### src/rtl/keypad_cursor_nav.sv
// Five-button front end: synchronize, debounce and edge-detect each button, then
// steer a wrapping cursor over a ROWS x COLS key grid and emit enter pulses.
module keypad_cursor_nav #(
  parameter int DEBOUNCE_CYCLES = 500_000,
  parameter int ROWS            = 4,
  parameter int COLS            = 6
) (
  input  logic       clk,
  input  logic       rst,
  input  logic       btn_up,
  input  logic       btn_down,
  input  logic       btn_left,
  input  logic       btn_right,
  input  logic       btn_center,
  output logic [4:0] val,
  output logic       enter_button,
  output logic [1:0] cursor_row,
  output logic [2:0] cursor_col
);

  localparam int CW = $clog2(DEBOUNCE_CYCLES + 1);

  // Bit order: 0 up, 1 down, 2 left, 3 right, 4 center.
  logic [4:0] btn;
  logic [4:0] press;

  assign btn = {btn_center, btn_right, btn_left, btn_down, btn_up};

  genvar gi;
  generate
    for (gi = 0; gi < 5; gi++) begin : g_btn
      logic          sync1_reg;
      logic          sync2_reg;
      logic          level_reg;
      logic          level_prev_reg;
      logic [CW-1:0] count_reg;

      always_ff @(posedge clk) begin
        if (rst) begin
          sync1_reg      <= 1'b0;
          sync2_reg      <= 1'b0;
          level_reg      <= 1'b0;
          level_prev_reg <= 1'b0;
          count_reg      <= '0;
        end else begin
          sync1_reg      <= btn[gi];
          sync2_reg      <= sync1_reg;
          level_prev_reg <= level_reg;
          // The edge that would make the count reach DEBOUNCE_CYCLES flips the level instead.
          if (sync2_reg == level_reg) begin
            count_reg <= '0;
          end else if (count_reg == CW'(DEBOUNCE_CYCLES - 1)) begin
            level_reg <= ~level_reg;
            count_reg <= '0;
          end else begin
            count_reg <= count_reg + CW'(1);
          end
        end
      end

      assign press[gi] = level_reg & ~level_prev_reg;
    end
  endgenerate

  logic [1:0] row_reg, row_next;
  logic [2:0] col_reg, col_next;
  logic [4:0] val_reg, val_next;
  logic       enter_reg, enter_next;

  always_comb begin
    row_next   = row_reg;
    col_next   = col_reg;
    enter_next = 1'b0;
    // Center beats every direction; among directions only the highest priority moves.
    if (press[4]) begin
      enter_next = 1'b1;
    end else if (press[0]) begin
      row_next = (row_reg == 2'd0) ? 2'(ROWS - 1) : row_reg - 2'd1;
    end else if (press[1]) begin
      row_next = (row_reg == 2'(ROWS - 1)) ? 2'd0 : row_reg + 2'd1;
    end else if (press[2]) begin
      col_next = (col_reg == 3'd0) ? 3'(COLS - 1) : col_reg - 3'd1;
    end else if (press[3]) begin
      col_next = (col_reg == 3'(COLS - 1)) ? 3'd0 : col_reg + 3'd1;
    end
    val_next = 5'(int'(row_next) * COLS + int'(col_next));
  end

  always_ff @(posedge clk) begin
    if (rst) begin
      row_reg   <= 2'd0;
      col_reg   <= 3'd0;
      val_reg   <= 5'd0;
      enter_reg <= 1'b0;
    end else begin
      row_reg   <= row_next;
      col_reg   <= col_next;
      val_reg   <= val_next;
      enter_reg <= enter_next;
    end
  end

  assign cursor_row   = row_reg;
  assign cursor_col   = col_reg;
  assign val          = val_reg;
  assign enter_button = enter_reg;

endmodule
### config.mk
export PLATFORM = sky130hd
export DESIGN_NAME = keypad_cursor_nav
export DESIGN_NICKNAME = d
export VERILOG_FILES = /design/src/rtl/keypad_cursor_nav.sv
export SDC_FILE = /design/constraint.sdc
export NUM_CORES = 1
export LEC_CHECK = 0
export ABC_AREA = 1
export CORE_MARGIN = 3
export CORE_UTILIZATION = 55
export CTS_BUF_LIST = sky130_fd_sc_hd__clkbuf_8 sky130_fd_sc_hd__clkbuf_16
export DETAILED_ROUTE_END_ITERATION = 8
export PLACE_DENSITY = 0.72
export SLEW_MARGIN = 40
export SYNTH_ARGS = -nofsm -noshare
export SYNTH_HDL_FRONTEND = slang
export SYNTH_SLANG_ARGS = --single-unit
### constraint.sdc
create_clock -name clk -period 2.45 [get_ports clk]
set_input_delay 0.49 -clock clk [delete_from_list [all_inputs] [get_ports clk]]
set_output_delay 0.49 -clock clk [all_outputs]
set_load 0.05 [all_outputs]
==> results <==
- STA classifies the critical path endpoint as a primary output.
- For this configuration, the core starts out at a cell density of between 50% and 60%.
- The routed length per placed instance is roughly 11 um.
- In this run the static leakage power is between 2 and 3 nW.
- For this design, the CTS-stage hold fixing added 0 buffers.
- In this run, synthesis inferred 0 flip-flops with an integrated enable.
- Routability-driven placement finished with a final weighted congestion of between 0.8 and 0.9.
- The number of global-route vias before repair came to between 5000 and 6000.
- The area share of the largest cell type after synthesis is between 30% and 40%.
- The height of the chip is ~110 um.
- The core outline area is 11080 um2.
- The most common cell in the netlist is sky130_fd_sc_hd__nand2_1.
- The data arrival time of the critical path is roughly 1800 ps.
- The total nets after synthesis is 999.
- The switching part of the total power is about a fifth.
- The count of synthesis-stage warnings from yosys is 0.
- The number of unique standard cell types used by synthesis is 32.
- The root buffer cell chosen for the clock tree is sky130_fd_sc_hd__clkbuf_16.
- The max-slew violation count came to 0.
- The final layout contains routed wiring with a total length of around 13 mm.
- After synthesis, the largest family of logic cells by area is simple AND/OR/NAND/NOR gates.
- The critical-path cell with the highest stage delay is sky130_fd_sc_hd__clkdlybuf4s50_1.
- The first TritonRoute pass finished after 4 iterations.
- The die is about 110 um wide.
- The cell-internal power is 3.732 mW.
- The growth of design area from synthesis to finish is 14.35%.
- After clock tree synthesis, the clock-pin slew on the worst setup and hold paths is about 50 ps.
- The maximum root-to-sink buffer count is 2.
- The clock buffer count from CTS is 17.
- The worst hold path terminates at g_btn[0].sync2_reg.
- The synthesized instance count is between 900 and 1000.
- The TritonCTS clock tree is yes.
- For the pin with the worst max-slew slack, the measured transition is approximately 610 ps.
- The maximum vdd drop is approximately 870 uV.
- For this design, the sink count on the clock tree is ~130.
- Setup repair after global routing left no endpoint under its margin.
- The final clock skew is 10.00 ps.
- The total number of nets in the final design is 1028.
- Setup violations remaining at the end of the flow were counted as 0.
- The die footprint is approximately 13000 um2.
- The worst hold slack is roughly 400 ps.
- The multiplexer share of the synthesized area is 0%.
- Once detailed placement completed, the half-perimeter wirelength came to ~9 mm.
- The average instance in the mapped netlist occupies roughly 6.5 um2.
- The H-tree generated during clock tree synthesis spans 4 levels.
- For the worst-skew pair, the clock arrives at the later sink with an insertion delay of approximately 420 ps.
- The relative slew slack is 59.29%.
- The final hold violation count is 0.
- In this run the worst path has a maximum fanout of 10.
- The startpoint class of the critical path is a register.
- The worst reg2reg path endpoint is val[3].
- The top-level port count is 18.
- The largest total area in the synthesized netlist belongs to sky130_fd_sc_hd__dfxtp_1.
- The delay of the slowest critical-path stage is roughly 870 ps.
- By count the netlist is led by sky130_fd_sc_hd__nand2_1, sky130_fd_sc_hd__nor2_1, sky130_fd_sc_hd__inv_1.
- Among cell families on the critical path, the largest total delay comes from buffers and inverters.
- The areal power density over the cells is roughly 640 nW/um2.
- The standard-cell row count is 38.
- Per report_power, the sequential group accounts for 44.0% of the total.
- The ratio of cells with drive above 1 in the final layout is between 5 and 6%.
- The number of nets with antenna violations after detailed routing is 0.
- The initial antenna violation count came to 0.
- The time the final worst path needs with I/O delays and setup is between 2000 and 2500 ps.
- The total of max-cap violations is 0.
- The total global routing overflow is 0.
- The dominant register cell in the synthesized netlist is sky130_fd_sc_hd__dfxtp_1.
- Summing the areas of all compound-gate instances in the mapped netlist gives approximately 5% of the synthesized area.
- The fraction of the cycle the final worst path needs is 92.99%.
- The first global-routing pass estimated roughly 22 mm of wire.
- The post-synthesis sequential area ratio is roughly two fifths.
- The cell count of the worst reg-to-reg path is 11.
- At the placement stage, the worst setup path has a slack of between 200 and 250 ps.
- The net switching power of the design is 0.9310 mW.
- In this run the register-to-register setup slack is around 210 ps.
- The clock network is responsible for 54.9% of the overall power.
- In this run the post-CTS setup repair buffer count came out at 0.
- Counting flops with an async set or reset pin after synthesis yields a share of 0%.
- The total negative slack is 0 ps.
- After clock tree synthesis, the repair step resized 0 gates.
- The via density per instance is approximately 4.8.
- The achievable frequency is approximately 440 MHz.
- Counting the fill cells in the layout gives roughly 1000.
- After synthesis the netlist holds a flip-flop and latch count of between 100 and 150.
- Entering global routing, the biggest net connects 19 pins.
- The run finished with clean final reports.
- The worst path meets setup with 171.8 ps of slack.
- After Yosys synthesis, and, or, nand and nor cells account for between 30% and 40% of the synthesized area.
- The number of cells on the worst hold path is 2.
- In the routed design, unresolved DRC markers number 0.
- The number of vias in the routed layout is about 5600.
- The startpoint of the tightest hold check path is g_btn[0].sync1_reg.
- The number of flip-flops under the largest register name is 95.
- The adder and majority cell fraction of the synthesized area is 2.677%.
- The buffer and inverter count on the worst path is 1.
- The combinational share of power is 1.2%.
- Ranked by total cell area, the synthesized netlist is headed by sky130_fd_sc_hd__dfxtp_1, sky130_fd_sc_hd__nand2_1, sky130_fd_sc_hd__nor2_1, sky130_fd_sc_hd__inv_1, sky130_fd_sc_hd__nand3_1.
- The count of inserted antenna diode cells is 0.
- Summing every instance area after synthesis gives 6357 um2.
- The required time of the worst setup path is a little under 2000 ps.
- The tightest min-delay check is of the reg2reg type.
- The launching point of the worst reg2reg path is cursor_row[0].
- The first-iteration detailed-routing DRC count is 340.
- The area share of xor/xnor cells in the synthesized design is between 4 and 5%.
- The type of the setup path with the least slack is reg2out.
- The total global routing track utilization is roughly a fifth.
- Input and output buffers added on the ports amount to 17.
- Walking the worst path, the cells encountered are clkdlybuf4s50_1.
-- logic make-up (layout without fill, tap and decap cells) --
logic type | count (synthesis) | count (layout)
AND/OR/NAND/NOR | 600 | 600
XOR/XNOR | 36 | 36
flip-flops | 125 | 125
adder cells (fa/ha/maj) | 13 | 13
buffers and inverters | 146 | 188
AO/OA/AOI/OAI | 59 | 59
-- layer usage --
| metal | wire length (um) | up-vias | global-route usage [%] |
|---|---|---|---|
| met4 | 201 | 0 | 8.413 |
| met1 | 6149 | 2402 | 26.00 |
| met5 | 0 | - | 0 |
| li1 | - | 3078 | - |
| met2 | 5718 | 88 | 34.35 |
| met3 | 434 | 19 | 5.889 |
-- metrics by stage --
stage	cells	area [um2]	power (mW)	util [%]
5_1_grt	1161	7269	4.819	65.62
4_1_cts	1161	7269	4.717	65.62
6_report	1161	7269	4.663	65.62
3_5_place_dp	1129	6659	2.149	60.11
3_3_place_gp	1129	6659	2.148	60.11
2_1_floorplan	979	6360	2.128	-
-- layout by cell type (no fill, tap or decap), types with 2 or more instances in the layout --
cell and count:
sky130_fd_sc_hd__nand2_1 256, sky130_fd_sc_hd__nor2_1 232, sky130_fd_sc_hd__inv_1 136, sky130_fd_sc_hd__dfxtp_1 123
sky130_fd_sc_hd__nand3_1 57, sky130_fd_sc_hd__a21oi_1 33, sky130_fd_sc_hd__xor2_1 29, sky130_fd_sc_hd__o21ai_0 23
sky130_fd_sc_hd__nand4_1 18, sky130_fd_sc_hd__clkbuf_16 17, sky130_fd_sc_hd__clkdlybuf4s50_1 17, sky130_fd_sc_hd__ha_1 12
sky130_fd_sc_hd__nor3_1 8, sky130_fd_sc_hd__xnor2_1 7, sky130_fd_sc_hd__nor2_2 6, sky130_fd_sc_hd__or2_0 6
sky130_fd_sc_hd__or2_2 6, sky130_fd_sc_hd__clkinvlp_4 4, sky130_fd_sc_hd__clkinv_2 4, sky130_fd_sc_hd__nand3b_1 3
sky130_fd_sc_hd__bufinv_16 3, sky130_fd_sc_hd__clkbuf_8 3, sky130_fd_sc_hd__buf_4 3, sky130_fd_sc_hd__nand2_2 2
sky130_fd_sc_hd__nand3_2 2, sky130_fd_sc_hd__dfxtp_2 2
-- layout make-up --
| cell class | instances | area [um2] | share of cell area, % |
|---|---|---|---|
| clock buffer | 20 | 466.7 | 6.420 |
| clock inverter | 12 | 143.9 | 1.979 |
| tap | 140 | 175.2 | 2.410 |
| multi-input combinational | 708 | 3276 | 45.06 |
| sequential | 125 | 2505 | 34.46 |
| timing repair buffer | 20 | 192.7 | 2.651 |
| inverter | 136 | 510.5 | 7.022 |
-- power by group through the flow --
stage / Sequential (mW) / Combinational [mW] / Clock [mW]
floorplan: 2.09 / 0.0366 / 0
global placement: 2.09 / 0.0552 / 0
detailed placement: 2.09 / 0.0557 / 0
CTS: 2.05 / 0.0561 / 2.61
global route: 2.05 / 0.0628 / 2.71
finish: 2.05 / 0.0546 / 2.56
-- worst max-delay path by stage --
stage	start	endpoint	slack (ps)	cells past startpoint
2_1_floorplan	cursor_row[0]	val[3]	130	11
3_3_place_gp	cursor_row[0]	val[3]	290	11
3_5_place_dp	cursor_row[0]	val[3]	240	11
4_1_cts	cursor_col[0]	cursor_col[0]	160	1
5_1_grt	cursor_row[0]	val[3]	10	11
6_report	cursor_col[0]	cursor_col[0]	170	1
Note: power is estimated with default switching activity, not from simulation.
